===== config.mk =====
export PLATFORM = sky130hd
export DESIGN_NAME = hazard_ctrl_unit
export DESIGN_NICKNAME = d
export VERILOG_FILES = /design/src/rtl/pipeline_pkg.sv /design/src/rtl/load_use_detect.sv /design/src/rtl/hazard_ctrl_unit.sv
export SDC_FILE = /design/constraint.sdc
export NUM_CORES = 1
export LEC_CHECK = 0
export CAP_MARGIN = 20
export CORE_ASPECT_RATIO = 0.7
export CORE_UTILIZATION = 25
export CTS_CLUSTER_DIAMETER = 100
export DETAILED_ROUTE_END_ITERATION = 6
export HOLD_SLACK_MARGIN = 0.1
export PLACE_DENSITY_LB_ADDON = 0.3
export SYNTH_ARGS = -nofsm -noshare
export SYNTH_HDL_FRONTEND = slang
export SYNTH_SLANG_ARGS = --single-unit

===== constraint.sdc =====
create_clock -name clock -period 4 [get_ports clock]
set_input_delay 1 -clock clock [delete_from_list [all_inputs] [get_ports clock]]
set_output_delay 1 -clock clock [all_outputs]
set_load 0.1 [all_outputs]

===== src/rtl/pipeline_pkg.sv =====
// Shared pipeline-control definitions: hazard FSM state encoding, the canonical NOP
// instruction and the register-address width.
package pipeline_pkg;

    localparam int          REG_ADDR_W = 5;
    localparam logic [31:0] NOP_INSTR  = 32'h00000013;

    typedef enum logic [1:0] {
        RUN      = 2'd0,
        FLUSH    = 2'd1,
        MEM_WAIT = 2'd2
    } hazard_state_e;

endpackage


===== src/rtl/load_use_detect.sv =====
// Combinational load-use hazard compare between the load in EX and the operands
// read by the instruction in ID.
module load_use_detect
    import pipeline_pkg::*;
(
    input  logic [REG_ADDR_W-1:0] rs1_i,
    input  logic [REG_ADDR_W-1:0] rs2_i,
    input  logic                  uses_rs1_i,
    input  logic                  uses_rs2_i,
    input  logic                  mem_read_i,
    input  logic [REG_ADDR_W-1:0] rd_i,
    output logic                  lu_o
);

    // x0 is hard-wired to zero, so a load targeting it can never create a hazard.
    always_comb begin
        lu_o = mem_read_i && (rd_i != '0) &&
               ((uses_rs1_i && (rd_i == rs1_i)) || (uses_rs2_i && (rd_i == rs2_i)));
    end

endmodule


===== src/rtl/hazard_ctrl_unit.sv =====
// IF/ID and PC sequencing for the 5-stage core: load-use stalls, imem waits and
// branch flushes. Define HAZARD_PERF_CNT_EN to add stall/flush performance counters.
module hazard_ctrl_unit
    import pipeline_pkg::*;
#(
    parameter int unsigned FLUSH_CYCLES = 1,
    parameter int unsigned MEM_TIMEOUT  = 255
) (
    input  logic                  clock,
    input  logic                  reset,
    input  logic [REG_ADDR_W-1:0] id_rs1,
    input  logic [REG_ADDR_W-1:0] id_rs2,
    input  logic                  id_uses_rs1,
    input  logic                  id_uses_rs2,
    input  logic                  ex_mem_read,
    input  logic [REG_ADDR_W-1:0] ex_rd,
    input  logic                  ex_branch_taken,
    input  logic                  imem_ready,
    output logic                  pc_write,
    output logic                  if_id_write,
    output logic                  if_id_flush,
    output logic                  id_ex_bubble,
    output logic                  mem_timeout_err
`ifdef HAZARD_PERF_CNT_EN
    ,
    output logic [31:0]           stall_cycles,
    output logic [31:0]           flush_cycles
`endif
);

    localparam logic [2:0] FLUSH_RELOAD = 3'(FLUSH_CYCLES - 1);
    localparam logic [7:0] TIMEOUT_CNT  = 8'(MEM_TIMEOUT);

    hazard_state_e state_q, state_d;
    logic [2:0]    flush_cnt_q, flush_cnt_d;
    logic [7:0]    wait_cnt_q, wait_cnt_d;
    logic          pending_flush_q, pending_flush_d;
    logic          err_q, err_d;
    logic          lu;
    logic          enter_flush;

    load_use_detect u_lu (
        .rs1_i      (id_rs1),
        .rs2_i      (id_rs2),
        .uses_rs1_i (id_uses_rs1),
        .uses_rs2_i (id_uses_rs2),
        .mem_read_i (ex_mem_read),
        .rd_i       (ex_rd),
        .lu_o       (lu)
    );

    always_comb begin
        state_d         = state_q;
        flush_cnt_d     = flush_cnt_q;
        wait_cnt_d      = wait_cnt_q;
        pending_flush_d = pending_flush_q;
        enter_flush     = 1'b0;
        pc_write        = 1'b1;
        if_id_write     = 1'b1;
        if_id_flush     = 1'b0;
        id_ex_bubble    = 1'b0;

        case (state_q)
            RUN: begin
                if (ex_branch_taken) begin
                    enter_flush = 1'b1;
                end else if (!imem_ready) begin
                    pc_write     = 1'b0;
                    if_id_write  = 1'b0;
                    id_ex_bubble = 1'b1;
                    state_d      = MEM_WAIT;
                    wait_cnt_d   = 8'd1;
                end else if (lu) begin
                    pc_write     = 1'b0;
                    if_id_write  = 1'b0;
                    id_ex_bubble = 1'b1;
                end
            end
            FLUSH: begin
                if_id_flush  = 1'b1;
                id_ex_bubble = 1'b1;
                pc_write     = imem_ready;
                if (ex_branch_taken) begin
                    flush_cnt_d = FLUSH_RELOAD;
                end else if (imem_ready) begin
                    flush_cnt_d = flush_cnt_q - 3'd1;
                    if (flush_cnt_q == 3'd1) state_d = RUN;
                end
            end
            MEM_WAIT: begin
                pc_write     = ex_branch_taken;
                if_id_write  = 1'b0;
                id_ex_bubble = 1'b1;
                if (imem_ready) begin
                    wait_cnt_d      = 8'd0;
                    pending_flush_d = 1'b0;
                    state_d         = RUN;
                    if (pending_flush_q || ex_branch_taken) enter_flush = 1'b1;
                end else begin
                    if (ex_branch_taken) pending_flush_d = 1'b1;
                    if (wait_cnt_q != TIMEOUT_CNT) wait_cnt_d = wait_cnt_q + 8'd1;
                end
            end
            default: state_d = RUN;
        endcase

        // A deferred branch from MEM_WAIT replays exactly the RUN-state branch entry.
        if (enter_flush) begin
            pc_write     = 1'b1;
            if_id_write  = 1'b1;
            if_id_flush  = 1'b1;
            id_ex_bubble = 1'b1;
            flush_cnt_d  = FLUSH_RELOAD;
            state_d      = (FLUSH_CYCLES > 1) ? FLUSH : RUN;
        end

        err_d = err_q || (wait_cnt_d == TIMEOUT_CNT);

        if (reset) begin
            pc_write     = 1'b0;
            if_id_write  = 1'b0;
            if_id_flush  = 1'b1;
            id_ex_bubble = 1'b1;
        end
    end

    always_ff @(posedge clock) begin
        if (reset) begin
            state_q         <= RUN;
            flush_cnt_q     <= 3'd0;
            wait_cnt_q      <= 8'd0;
            pending_flush_q <= 1'b0;
            err_q           <= 1'b0;
        end else begin
            state_q         <= state_d;
            flush_cnt_q     <= flush_cnt_d;
            wait_cnt_q      <= wait_cnt_d;
            pending_flush_q <= pending_flush_d;
            err_q           <= err_d;
        end
    end

    assign mem_timeout_err = err_q;

`ifdef HAZARD_PERF_CNT_EN
    logic [31:0] stall_cnt_q, flush_cycles_q;

    always_ff @(posedge clock) begin
        if (reset) begin
            stall_cnt_q    <= 32'd0;
            flush_cycles_q <= 32'd0;
        end else begin
            if (!pc_write && !if_id_flush) stall_cnt_q <= stall_cnt_q + 32'd1;
            if (if_id_flush) flush_cycles_q <= flush_cycles_q + 32'd1;
        end
    end

    assign stall_cycles = stall_cnt_q;
    assign flush_cycles = flush_cycles_q;
`endif

endmodule

# Yosys cells after proc, flatten, opt, wreduce, memory -nomap -nowiden
# Index checks and enable logic that the tools add are counted.
# Widths: inputs -> output; s select.
dict set report word_totals {
  latchBits 0
  ramBits 0
  ff_bits 15
  memories 0
  rom_bits 0
}
dict set report classes {
  shift 0
  n_eq_ne 13
  reduce_logical 15
  mul 0
  n_mux 38
  add_sub_neg 2
  bitwise 0
  n_div 0
  n_lt_le_gt_ge 0
}
# operator count
set ops {}
lappend ops {{$mux 8} 4}
lappend ops {{$mux 1} 20}
lappend ops {{$pmux 8 s2} 1}
lappend ops {{$mux 2} 6}
lappend ops {{$ne 2x2->1 const B} 6}
lappend ops {{$eq 5x5->1} 2}
lappend ops {{$add 8x1->8 const B} 1}
lappend ops {{$eq 8x8->1 const B} 1}
lappend ops {{$ne 8x8->1 const B} 1}
lappend ops {{$mux 3} 2}
lappend ops {{$pmux 1 s2} 3}
lappend ops {{$pmux 2 s3} 1}
lappend ops {{$reduce_and 6->1} 1}
lappend ops {{$reduce_bool 5->1} 1}
lappend ops {{$logic_and 1x1->1} 4}
lappend ops {{$reduce_and 2->1} 2}
lappend ops {{$reduce_or 2->1} 2}
lappend ops {{$eq 3x1->1 const B} 1}
lappend ops {{$logic_or 1x1->1} 3}
lappend ops {{$pmux 1 s3} 1}
lappend ops {{$sub 3x1->3 const B} 1}
lappend ops {{$eq 2x1->1 const B} 1}
lappend ops {{$eq 2x2->1 const B} 1}
lappend ops {{$logic_not 2->1} 1}
lappend ops {{$reduce_bool 2->1} 1}

# Depth between registers and ports, before layout
dict set report logic_depth {
  ltp_word 10
  mapped_depth 7
}

# By module
# From an unflattened synthesis, not the netlist that was laid out.
dict set report hier_totals {
  cells_unflattened 108
  hier_area_um2 867.1
}
# mod instances area_each_um2 cells_per_inst
set by_module_without_submodules {}
lappend by_module_without_submodules {hazard_ctrl_unit 1 733.2 91}
lappend by_module_without_submodules {load_use_detect 1 133.9 17}

# Least setup slack after synthesis
# No wires, ideal clock.
dict set report synth_path {
  kind {input port to output port}
  startpoint {in id_rs1[4]}
  endpoint {out if_id_write}
  cell_stages 5
  arrival_ps 3140
  path_buffers 0
  setup_slack_ps -140
  cell_sequence {xnor2_1 -> nand4_1 -> o22ai_1 -> a311o_1 -> a21oi_1}
}
dict set report synth_between {
  elab_chain_cells 10
}
# element line
set synth_rtl {}
lappend synth_rtl {{start: declaration} hazard_ctrl_unit.sv:11} ;# input logic [REG_ADDR_W-1:0] id_rs1,
lappend synth_rtl {{$eq 5x5->1} load_use_detect.sv:18} ;# ((uses_rs1_i && (rd_i == rs1_i)) || (uses_rs2_i && (rd_i == rs2_i)));
lappend synth_rtl {{$logic_and 1x1->1} load_use_detect.sv:18}
lappend synth_rtl {{$logic_or 1x1->1} load_use_detect.sv:18}
lappend synth_rtl {{$logic_and 1x1->1} load_use_detect.sv:17} ;# lu_o = mem_read_i && (rd_i != '0) &&
lappend synth_rtl {{$mux 1} hazard_ctrl_unit.sv:73} ;# end else if (lu) begin
lappend synth_rtl {{$mux 1} hazard_ctrl_unit.sv:67} ;# end else if (!imem_ready) begin
lappend synth_rtl {{$mux 1} hazard_ctrl_unit.sv:65} ;# if (ex_branch_taken) begin
lappend synth_rtl {{$pmux 1 s2} hazard_ctrl_unit.sv:63} ;# case (state_q)
lappend synth_rtl {{$mux 1} hazard_ctrl_unit.sv:108} ;# if (enter_flush) begin
lappend synth_rtl {{$mux 1} hazard_ctrl_unit.sv:119} ;# if (reset) begin
lappend synth_rtl {{end: declaration} hazard_ctrl_unit.sv:20} ;# output logic if_id_write,
# Every way passes these cells.

# Worst setup path after layout
dict set report layout_path {
  startpoint {in ex_rd[0]}
  endpoint {out if_id_write}
}
dict set report layout_between {
  elab_chain_cells 10
}
# element line
set layout_rtl {}
lappend layout_rtl {{start: declaration} hazard_ctrl_unit.sv:16} ;# input logic [REG_ADDR_W-1:0] ex_rd,
lappend layout_rtl {{$eq 5x5->1} load_use_detect.sv:18}
lappend layout_rtl {{$logic_and 1x1->1} load_use_detect.sv:18}
lappend layout_rtl {{$logic_or 1x1->1} load_use_detect.sv:18}
lappend layout_rtl {{$logic_and 1x1->1 *} load_use_detect.sv:17}
lappend layout_rtl {{$mux 1 *} hazard_ctrl_unit.sv:73}
lappend layout_rtl {{$mux 1 *} hazard_ctrl_unit.sv:67}
lappend layout_rtl {{$mux 1 *} hazard_ctrl_unit.sv:65}
lappend layout_rtl {{$pmux 1 s2 *} hazard_ctrl_unit.sv:63}
lappend layout_rtl {{$mux 1 *} hazard_ctrl_unit.sv:108}
lappend layout_rtl {{$mux 1 *} hazard_ctrl_unit.sv:119}
# Every way passes the cells marked *; elsewhere a longest branch is shown, timed or not.

==> out/summary.txt <==
status: finished, final reports clean
biggest area consumer among synthesized cells: dfxtp_1
required time at the endpoint of the critical path: 3000 ps
Startpoint Class: input pin
vias after detailed routing: 871
Antenna Diode Count: 0
arrival time of data at the critical path endpoint: 2640 ps
proportion of synthesized area in mux cells: 1.20%
TritonCTS clock tree: yes
CTS Buf Count: 3
total negative slack for setup checks: 0 ps
Overflow after GRT: 0
top-area cell type share of the netlist area: 26.4%
netlist area before placement: 833 µm²
number of synthesized flops with an enable pin: 0
primary flip-flop cell chosen by synthesis mapping: dfxtp_1
power density over cell area: 263 nW/µm²
final period demand of the worst path: 3640 ps
proportion of power drawn by flip-flops and latches: 35.7%
cells after synthesis: 100
Avg WL per Cell: 14.0 µm
violation count after the first detailed-route iteration: 31
worst hold path class: register to register
area post-placement: 1180 µm²
level count of the clock H-tree: 1
net count after synthesis: 123
total number of clock tree sinks: 11
CTS root buf: clkbuf_8
clock tree skew after final layout: 2.84 ps
xor and xnor area share after synthesis: 10.5%
register clock-pin slew on the reported worst setup and hold paths: 50 ps
final-layout worst hold slack: 473 ps
CTS hold repair buffers: 0
internal power contribution: 228 µW
category of the worst setup path capture point: primary output
cell breakdown of the critical path: clkdlybuf4s50_1, xnor2_1, nand4_1, o22ai_1, a311o_1, a21oi_2, buf_12
antenna viol nets, final: 0
simple-gate portion of the synthesized area: 26.6%
number of gates given a new drive strength after cts: 0
HPWL after detailed placement: 1760 µm
Async S/R FF share, synth: 0%
drt first pass iters: 4
most common cell after layout, fill and taps aside: clkdlybuf4s50_1
Worst path max stage delay: 540 ps
Syn. warnings: 0
Least-Margin Pin Slew: 966 ps
Fmax: 0.275 GHz
Die Area: 3570 µm²
RSZ-0062 raised after global routing: false
cell row count: 17
layout cells sized above 1: 15.6%
worst vdd rail ir drop: 0.149 mV
Final nets: 152
average instance area after synthesis: 8.33 µm²
number of global-route vias before repair: 885
number of setup buffers added after CTS: 0
clock latency of the later-clocked register in the worst-skew pair: 240 ps
Hold Vio Cnt, Final: 0
pin count of the biggest net entering global routing: 16
setup-violating endpoint count in the final report: 0
dominant cells by area after synthesis: dfxtp_1 (26%), xnor2_1 (11%), nand4_1 (5.3%)
Final Cycle Share: 91.0%
Final Instance Count excl. Fillers: 166
Switching Share: 29.2%
placed cell count: 162
die extent in x: 71.0 µm
number of antenna violations at the first check in global routing: 0
Max Cap Violations: 0
port bufs: 26
Area growth, synth to finish: 47.0%
initial core utilization: 26.3%
synthesized-area fraction occupied by adder cells: 1.50%
worst-case headroom to the max-slew limit: 35.4%
largest driver fanout on the critical path: 3
most frequent cells in the layout: clkdlybuf4s50_1 (22), dfxtp_1 (11), xnor2_1 (10)
first-pass GRT wire length: 3920 µm
clock group share of total power: 34.8%
per-cell via count in the routed design: 5.25
Net Sw Power: 94.2 µW
CTS Buffer Depth: 2
boundary pin count: 27
number of design rule violations left after detail routing: 0
post-synthesis compound-gate area fraction: 28.7%
Max Transition Viols Final: 0
placeable core region: 3170 µm²
finished layout cell area: 1220 µm²
sequential cell area fraction in the yosys report: 26.4%
largest family of logic cells by synthesized area: compound AO/OA/AOI/OAI gates
Comb power frac: 29.4%
post-synthesis register bit count: 11
Placer Congestion: 0.804
leakage component of the power: 0.448 nW
Die Height: 50.3 µm
routed wire length: 2320 µm
synth unique cells: 42
Tot GR Track Use: 13.5%
WS Path Type: input pin to primary output
CP max stage cell: clkdlybuf4s50_1
## per-stage QoR
step	utilization, %	total power, mW	setup WS [ps]
global placement	37.2	0.211	352
finish	38.6	0.322	359
detailed placement	37.2	0.211	345
global route	38.6	0.335	219
CTS	38.6	0.325	341
floorplan	-	0.169	418
## logic make-up after synthesis
logic type               count (synthesis)
buffers and inverters                    8
multiplexers                             1
AO/OA/AOI/OAI                           32
XOR/XNOR                                10
adder cells (fa/ha/maj)                  1
AND/OR/NAND/NOR                         37
flip-flops                              11
## registers in the layout, indices dropped and copies added, names as in the netlist
name,count
mem_timeout_err,1
wait_cnt_q,8
pending_flush_q,1
state_q,1
## cell usage after synthesis, types with 2 or more instances
library cell / instances
a32oi_1: 2
nand4_1: 7
clkbuf_1: 2
o21ai_1: 3
a21o_1: 2
a21oi_1: 7
a211oi_1: 2
o21a_1: 2
nor3_1: 2
nand2b_1: 2
nor2b_1: 4
a32o_1: 2
nor2_1: 7
nand2_1: 4
inv_1: 3
a31oi_1: 4
dfxtp_1: 11
xnor2_1: 10
## worst paths after layout
path	from	end	cells after the start	slack [ps]
min	mem_timeout_err	mem_timeout_err	2	470
max reg2reg	wait_cnt_q[0]	mem_timeout_err	6	2130
min reg2reg	mem_timeout_err	mem_timeout_err	2	470
max	ex_rd[0]	if_id_write	7	360
## power groups by stage
stage / clock network, mW / registers (mW) / logic [mW]
2_1_floorplan: 0 / 0.115 / 0.0535
3_3_place_gp: 0 / 0.117 / 0.0937
3_5_place_dp: 0 / 0.117 / 0.0941
4_1_cts: 0.115 / 0.115 / 0.0949
5_1_grt: 0.119 / 0.115 / 0.100
6_report: 0.112 / 0.115 / 0.0948
## critical path, delay by kind of cell
family,cells,cell delay (ps)
buffers and inverters,2,730
and+or+nand+nor,1,90
xor gates and xnor gates,1,110
AOI/OAI and AO/OA,3,720
## routing by layer
metal,GRT usage (%),up-vias,part of all wire (%)
met4,3.00,0,0
met3,2.01,0,3.4
met1,16.8,415,49
met2,24.5,26,48
li1,-,430,-
met5,0,-,0
## final cells by class
type / instances / area (µm²)
flip-flops and latches: 11 / 220
clock buffers: 4 / 45.0
fillers: 323 / 1940
well taps: 38 / 47.5
multi-input cells: 81 / 578
repair buffers: 29 / 323
inverters: 3 / 11.3
Note: power is estimated with default switching activity, not from simulation.
